## src/rtl/mem_latency_injector_mq.sv

```systemverilog
// ---------------------------------------------------------------------------
// mem_latency_injector_mq
// Multi-outstanding memory latency model for NPU performance simulation.
// Tagged SRAM/DRAM requests enter a DEPTH-entry in-order queue. Each entry
// latches a latency when it is pushed and counts it down. Responses leave in
// order under valid/ready once the head entry has expired. Traffic counters
// feed perf reports.
//
// Optional feature macro: MLI_JITTER_EN
//   defined   : a 16-bit Fibonacci LFSR (taps 16,14,13,11) adds
//               lfsr[JITTER_BITS-1:0] to every DRAM latency (saturating).
//   undefined : no LFSR; latency is exactly the selected value.
//
// Ports
//   clk, reset               clock, asynchronous active-high reset
//   req_valid/req_ready      request handshake (ready = queue not full)
//   req_is_dram              request target, 1=DRAM 0=SRAM
//   req_size_bytes, req_tag  request payload
//   resp_valid/resp_ready    response handshake for the head entry
//   resp_tag, resp_size_bytes, resp_is_dram   head entry payload
//   cfg_latency_sram/dram    runtime latencies
//   cfg_use_cfg_latencies    1=use cfg_* latencies, 0=use parameters
//   total_reqs .. busy_cycles 32-bit wrapping traffic counters
//   outstanding, busy        current occupancy and occupancy != 0
// ---------------------------------------------------------------------------
module mem_latency_injector_mq #(
  parameter int          DEPTH               = 8,
  parameter int          TAG_W               = 4,
  parameter int          SIZE_W              = 16,
  parameter int          LAT_W               = 16,
  parameter int          LATENCY_SRAM_CYCLES = 2,
  parameter int          LATENCY_DRAM_CYCLES = 12,
  parameter int          JITTER_BITS         = 3,
  parameter logic [15:0] JITTER_SEED         = 16'hACE1
) (
  input  logic                     clk,
  input  logic                     reset,
  input  logic                     req_valid,
  output logic                     req_ready,
  input  logic                     req_is_dram,
  input  logic [SIZE_W-1:0]        req_size_bytes,
  input  logic [TAG_W-1:0]         req_tag,
  output logic                     resp_valid,
  input  logic                     resp_ready,
  output logic [TAG_W-1:0]         resp_tag,
  output logic [SIZE_W-1:0]        resp_size_bytes,
  output logic                     resp_is_dram,
  input  logic [LAT_W-1:0]         cfg_latency_sram,
  input  logic [LAT_W-1:0]         cfg_latency_dram,
  input  logic                     cfg_use_cfg_latencies,
  output logic [31:0]              total_reqs,
  output logic [31:0]              total_resp,
  output logic [31:0]              sram_reqs,
  output logic [31:0]              dram_reqs,
  output logic [31:0]              stall_cycles,
  output logic [31:0]              busy_cycles,
  output logic [$clog2(DEPTH):0]   outstanding,
  output logic                     busy
);

  localparam int PTR_W = $clog2(DEPTH);
  localparam int CNT_W = PTR_W + 1;

  // Queue storage
  logic [TAG_W-1:0]  r_tag  [DEPTH];
  logic [SIZE_W-1:0] r_size [DEPTH];
  logic              r_dram [DEPTH];
  logic [LAT_W-1:0]  r_rem  [DEPTH];

  logic [PTR_W-1:0]  r_wptr;
  logic [PTR_W-1:0]  r_rptr;
  logic [CNT_W-1:0]  r_count;

  logic [31:0] r_total_reqs;
  logic [31:0] r_total_resp;
  logic [31:0] r_sram_reqs;
  logic [31:0] r_dram_reqs;
  logic [31:0] r_stall_cycles;
  logic [31:0] r_busy_cycles;

  logic             w_push;
  logic             w_pop;
  logic             w_resp_valid;
  logic [LAT_W-1:0] w_sel;
  logic [LAT_W-1:0] w_lat_base;
  logic [LAT_W-1:0] w_lat;

  // Ready depends on registered occupancy only: a full queue stays not-ready
  // even when the head pops in the same cycle.
  assign req_ready    = (r_count < CNT_W'(DEPTH));
  assign w_push       = req_valid && req_ready;
  assign w_resp_valid = (r_count != '0) && (r_rem[r_rptr] == '0);
  assign w_pop        = w_resp_valid && resp_ready;

`ifdef MLI_JITTER_EN
  logic [15:0]    r_lfsr;
  logic           w_lfsr_fb;
  logic [LAT_W:0] w_lat_sum;

  assign w_lfsr_fb = r_lfsr[15] ^ r_lfsr[13] ^ r_lfsr[12] ^ r_lfsr[10];

  always_ff @(posedge clk or posedge reset) begin
    if (reset) r_lfsr <= JITTER_SEED;
    else       r_lfsr <= {r_lfsr[14:0], w_lfsr_fb};
  end
`else
  // The jitter parameters have no function when the LFSR is compiled out.
  logic w_unused_jitter_cfg;
  assign w_unused_jitter_cfg = ^{JITTER_SEED, 8'(JITTER_BITS)};
`endif

  // Latency chosen at push time; a zero selection is clamped to one cycle.
  // NOTE: every always_comb output gets a default first so no latch is inferred.
  always_comb begin
    w_sel = '0;
    if (req_is_dram) begin
      w_sel = cfg_use_cfg_latencies ? cfg_latency_dram : LAT_W'(LATENCY_DRAM_CYCLES);
    end else begin
      w_sel = cfg_use_cfg_latencies ? cfg_latency_sram : LAT_W'(LATENCY_SRAM_CYCLES);
    end
    w_lat_base = (w_sel == '0) ? LAT_W'(1) : w_sel;
`ifdef MLI_JITTER_EN
    w_lat_sum = {1'b0, w_lat_base} + (LAT_W + 1)'(r_lfsr[JITTER_BITS-1:0]);
    if (req_is_dram) begin
      w_lat = w_lat_sum[LAT_W] ? '1 : w_lat_sum[LAT_W-1:0];
    end else begin
      w_lat = w_lat_base;
    end
`else
    w_lat = w_lat_base;
`endif
  end

  // Entry storage and countdowns. A countdown loaded with L-1 at the push edge
  // reaches zero L cycles after the handshake cycle.
  // NOTE: the storage arrays are not reset; occupancy gates every read, so
  // stale contents are never observed.
  always_ff @(posedge clk) begin
    for (int i = 0; i < DEPTH; i++) begin
      if (r_rem[i] != '0) r_rem[i] <= r_rem[i] - LAT_W'(1);
    end
    if (w_push) begin
      r_rem[r_wptr]  <= w_lat - LAT_W'(1);
      r_tag[r_wptr]  <= req_tag;
      r_size[r_wptr] <= req_size_bytes;
      r_dram[r_wptr] <= req_is_dram;
    end
  end

  // Pointers, occupancy and counters.
  // NOTE: sequential state uses non-blocking assignments so every register
  // samples the pre-edge values regardless of statement order.
  always_ff @(posedge clk or posedge reset) begin
    if (reset) begin
      r_wptr         <= '0;
      r_rptr         <= '0;
      r_count        <= '0;
      r_total_reqs   <= '0;
      r_total_resp   <= '0;
      r_sram_reqs    <= '0;
      r_dram_reqs    <= '0;
      r_stall_cycles <= '0;
      r_busy_cycles  <= '0;
    end else begin
      if (w_push) r_wptr <= r_wptr + PTR_W'(1);
      if (w_pop)  r_rptr <= r_rptr + PTR_W'(1);
      case ({w_push, w_pop})
        2'b10:   r_count <= r_count + CNT_W'(1);
        2'b01:   r_count <= r_count - CNT_W'(1);
        default: r_count <= r_count;
      endcase
      if (w_push) begin
        r_total_reqs <= r_total_reqs + 32'd1;
        if (req_is_dram) r_dram_reqs <= r_dram_reqs + 32'd1;
        else             r_sram_reqs <= r_sram_reqs + 32'd1;
      end
      if (w_pop)                   r_total_resp   <= r_total_resp + 32'd1;
      if (req_valid && !req_ready) r_stall_cycles <= r_stall_cycles + 32'd1;
      if (r_count != '0)           r_busy_cycles  <= r_busy_cycles + 32'd1;
    end
  end

  assign resp_valid      = w_resp_valid;
  assign resp_tag        = w_resp_valid ? r_tag[r_rptr]  : '0;
  assign resp_size_bytes = w_resp_valid ? r_size[r_rptr] : '0;
  assign resp_is_dram    = w_resp_valid ? r_dram[r_rptr] : 1'b0;

  assign total_reqs   = r_total_reqs;
  assign total_resp   = r_total_resp;
  assign sram_reqs    = r_sram_reqs;
  assign dram_reqs    = r_dram_reqs;
  assign stall_cycles = r_stall_cycles;
  assign busy_cycles  = r_busy_cycles;
  assign outstanding  = r_count;
  assign busy         = (r_count != '0);

endmodule

```

## config.mk

```make
export PLATFORM = sky130hd
export DESIGN_NAME = mem_latency_injector_mq
export DESIGN_NICKNAME = d
export VERILOG_FILES = /design/src/rtl/mem_latency_injector_mq.sv
export SDC_FILE = /design/constraint.sdc
export NUM_CORES = 1
export LEC_CHECK = 0
export ABC_CLOCK_PERIOD_IN_PS = 13400
export CAP_MARGIN = 20
export CORE_MARGIN = 2
export CORE_UTILIZATION = 45
export CTS_CLUSTER_SIZE = 8
export DETAILED_ROUTE_END_ITERATION = 6
export PLACE_DENSITY_LB_ADDON = 0.1
export SLEW_MARGIN = 20
export SYNTH_ARGS = -nofsm -noshare
export SYNTH_HDL_FRONTEND = slang
export SYNTH_SLANG_ARGS = --single-unit
```

## constraint.sdc

```tcl
create_clock -name clk -period 13.4 [get_ports clk]
set_clock_uncertainty 0.15 [all_clocks]
set_input_delay 2.68 -clock clk [delete_from_list [all_inputs] [get_ports clk]]
set_output_delay 2.68 -clock clk [all_outputs]
set_load 0.05 [all_outputs]
```

==> flow_summary_export.csv <==
group,metric,value,unit
detailed_routing,via_count,15799,
floorplan,core,0.0514,mm2
detailed_routing,drc,0,
cts,cts_max_path_buffers,3,
finish,layout-drive-gt1-share,8.91,%
synthesis,synth_edf_count,296,
floorplan,io-pin-count,278,
synthesis,synth_area,0.0234,mm2
cts,clk_pin_slew_worst_paths,0.05,ns
worst_setup_path,worstPathCellList,"buf_4, or3_1, a221o_1, a31o_2, nand2b_1, nor2_1, clkdlybuf4s50_1",
finish,n_fill_cell,4312,
floorplan,fp.dieW,232,um
detailed_routing,drt_iter0_drc,929,
worst_setup_path,path_max_fanout,47,
worst_setup_path,worstPathArrival,4.71,ns
min_path,worstHoldStart,"total_reqs[31]",
placement,port_buffers,277,
sta,min_period_over_period,56.3,%
min_path,hp-class,"flop to flop",
sta,setup_viol,0,
synthesis,synth_cells,1921,
grt,track_usage,21.0,%
synthesis,synth-xor-area-share,11.2,%
sta,fmax,133,MHz
cts,cts_tree,"yes",
synthesis,synth_compound_area_share,3.84,%
sta,hold-worst-slack,0.311,ns
sta,min_period,7.54,ns
sta,drv_slew,0,
detailed_routing,totalWireLength,55800,um
sta,relSlewSlack,27.2,%
flow_run,maxCapViolations,0,
cts,hold_buffers,0,
placement,dp_hpwl,36500,um
worst_setup_path,critPathLaunchType,"flop",
synthesis,synth-seq-area-share,59.6,%
placement,place_congestion,0.820,
sta,worstMarginPinSlew,1.09,ns
min_path,min_to,"total_reqs[31]",
grt,grt_pass1_vias,15635,
cts,ctsResizeCount,0,
synthesis,yosysWarnings,0,
synthesis,synth_nets,2000,
cts,numCtsBuffers,72,
synthesis,synth_area_leaders,"edfxtp_1, dfrtp_1, xnor2_1",
power,p_leak,11.0,nW
floorplan,die_y,232,um
finish,multiInputGateArea,0.00907,mm2
detailed_routing,wl_per_cell,18.9,um
sta,rsz0062_at_grt,"false",
worst_setup_path,r2r_slack,9.24,ns
finish,area_growth_syn_to_layout,24.2,%
cts,htreeDepth,3,
finish,fin_area,0.0291,mm2
synthesis,async_flop_share,40.6,%
floorplan,die_area,0.0538,mm2
synthesis,synth_fa_ha_area_share,1.16,%
synthesis,yosysTopAreaCell,"edfxtp_1",
cts,post_cts_buffers,0,
detailed_routing,first_pass_iters,5,
status,status,"finished clean",
placement,placed_area,0.0270,mm2
cts,cts.sinks,498,
worst_setup_path,startpoint,"r_rptr[0]",
cts,clk-insertion-delay-late,0.61,ns
finish,finalNetCount,2317,
synthesis,synth_most_common_cell,"edfxtp_1",
worst_setup_path,end_kind,"output port",
grt,grt_pass1_wl,87800,um
detailed_routing,ant_nets,0,
synthesis,synth.distinct_cells,68,
worst_setup_path,r2r_cells,12,
worst_setup_path,worstPathRequired,10.57,ns
synthesis,synth_top_family_by_area,"simple AND/OR/NAND/NOR gates",
sta,finalSetupTns,0,ns
min_path,whs_path_depth,1,
worst_setup_path,path_class,"flop to output port",
worst_setup_path,slowest_stage,"clkdlybuf4s50_1",
synthesis,synth_seq_cells,498,
grt,antenna_found_initial,1,
finish,seq_area,0.0139,mm2
floorplan,rows,83,
synthesis,synth_top_cell_area_share,38.0,%
floorplan,initial_utilization,45.5,%
finish,fin_cells,2947,
grt,overflow,0,
worst_setup_path,r2r-end,"outstanding[3]",
synthesis,ys.flop_type,"edfxtp_1",
placement,dp.cells,2844,
worst_setup_path,cpPeakStageDelay,0.84,ns
sta,finalHoldViolations,0,
grt,grt_max_degree,140,
power,ir_drop,0.0000871,V
cts,root_buffer,"clkbuf_16",
synthesis,synth_area_per_cell,12.2,um2
worst_setup_path,reg2reg_from,"r_rptr[0]",
synthesis,synth_simple_gate_area_share,15.7,%
power,cellPowerDensity,124,mW/mm2
finish,diodes,0,
synthesis,muxShareOfSynthArea,6.66,%
synthesis,synthTopCellsByCount,"edfxtp_1, dfrtp_1, nand2_1, xnor2_1, nor2_1",
detailed_routing,via_per_inst,5.36,
## power breakdown
| group | total (mW) | internal [mW] | leakage (nW) | switching [mW] |
|---|---|---|---|---|
| clock network | 1.67 | 1.00 | 0.993 | 0.665 |
| registers | 1.70 | 1.66 | 5.51 | 0.0387 |
| logic | 0.222 | 0.0818 | 4.49 | 0.140 |
## through the flow
stage	setup WS, ns	power (mW)	util [%]
final	5.86	3.59	56.5
after global placement	6.07	1.95	52.5
after global routing	5.39	3.72	56.5
after detailed placement	5.71	1.95	52.5
after floorplan	5.06	1.85	-
after CTS	5.68	3.63	56.5
## registers in the layout, indices dropped and copies added (netlist names)
register,cells
r_rem,128
r_size,128
busy_cycles,32
dram_reqs,32
r_tag,32
sram_reqs,32
stall_cycles,32
total_reqs,32
total_resp,32
r_dram,8
outstanding,4
r_rptr,3
r_wptr,3
## critical path: cells and delay by family (launching register included)
family	cells	cell delay (ns)
simple gates	3	1.48
flops	1	0.55
buf+inv	2	1.26
compound gates	2	0.79
## worst max-delay path by stage
stage                                end  slack (ns)  cells past startpoint
after global routing         resp_tag[3]        5.39                      8
final                        resp_tag[3]        5.86                      7
after CTS                    resp_tag[3]        5.68                      8
after floorplan           busy_cycles[0]        5.06                      1
after detailed placement    r_rem[1][12]        5.71                     12
after global placement      r_rem[4][12]        6.07                     12
## cell type report
| type | count | share of cell area [%] |
|---|---|---|
| flip-flops and latches | 498 | 48.0 |
| multi-input cells | 1316 | 31.2 |
| repair buffers | 299 | 10.1 |
| clock buffers | 96 | 6.62 |
| well taps | 680 | 2.93 |
| inverters | 51 | 0.685 |
| clock inverters | 7 | 0.474 |
## layout by cell type (no fill, tap or decap), drive strengths merged, types with 10 or more instances in the layout
cell / instances
o21ai: 72
clkbuf: 96
nor2: 177
or3: 15
nand2: 191
mux2i: 41
xnor2: 179
dfrtp: 202
or4: 16
clkdlybuf4s50: 276
nor4: 36
or2: 10
buf: 23
edfxtp: 296
nand3: 97
nand4: 38
and3: 26
a21oi: 48
mux4: 42
ha: 20
nand2b: 10
xor2: 121
and4: 13
nor2b: 10
mux2: 18
inv: 51
nor3: 69
## cell families (layout without fill, tap and decap cells)
kind of cell / Yosys count / in the layout
muxes: 101 / 101
DFF: 498 / 498
AOI/OAI and AO/OA: 157 / 157
buffers and inverters: 107 / 453
xor gates and xnor gates: 300 / 300
adders and majority gates: 21 / 21
and+or+nand+nor: 737 / 737
## per-layer routing
layer / vias to the layer above / routed length (um) / GRT usage, % / part of all wire (%)
met5: - / 7 / 0 / 0.013
met4: 2 / 970 / 5.77 / 1.7
met3: 81 / 2460 / 3.73 / 4.4
met2: 346 / 26900 / 34.2 / 48
met1: 7816 / 25500 / 28.9 / 46
li1: 7554 / - / - / -
No activity file was read; power rests on OpenSTA's default activity.
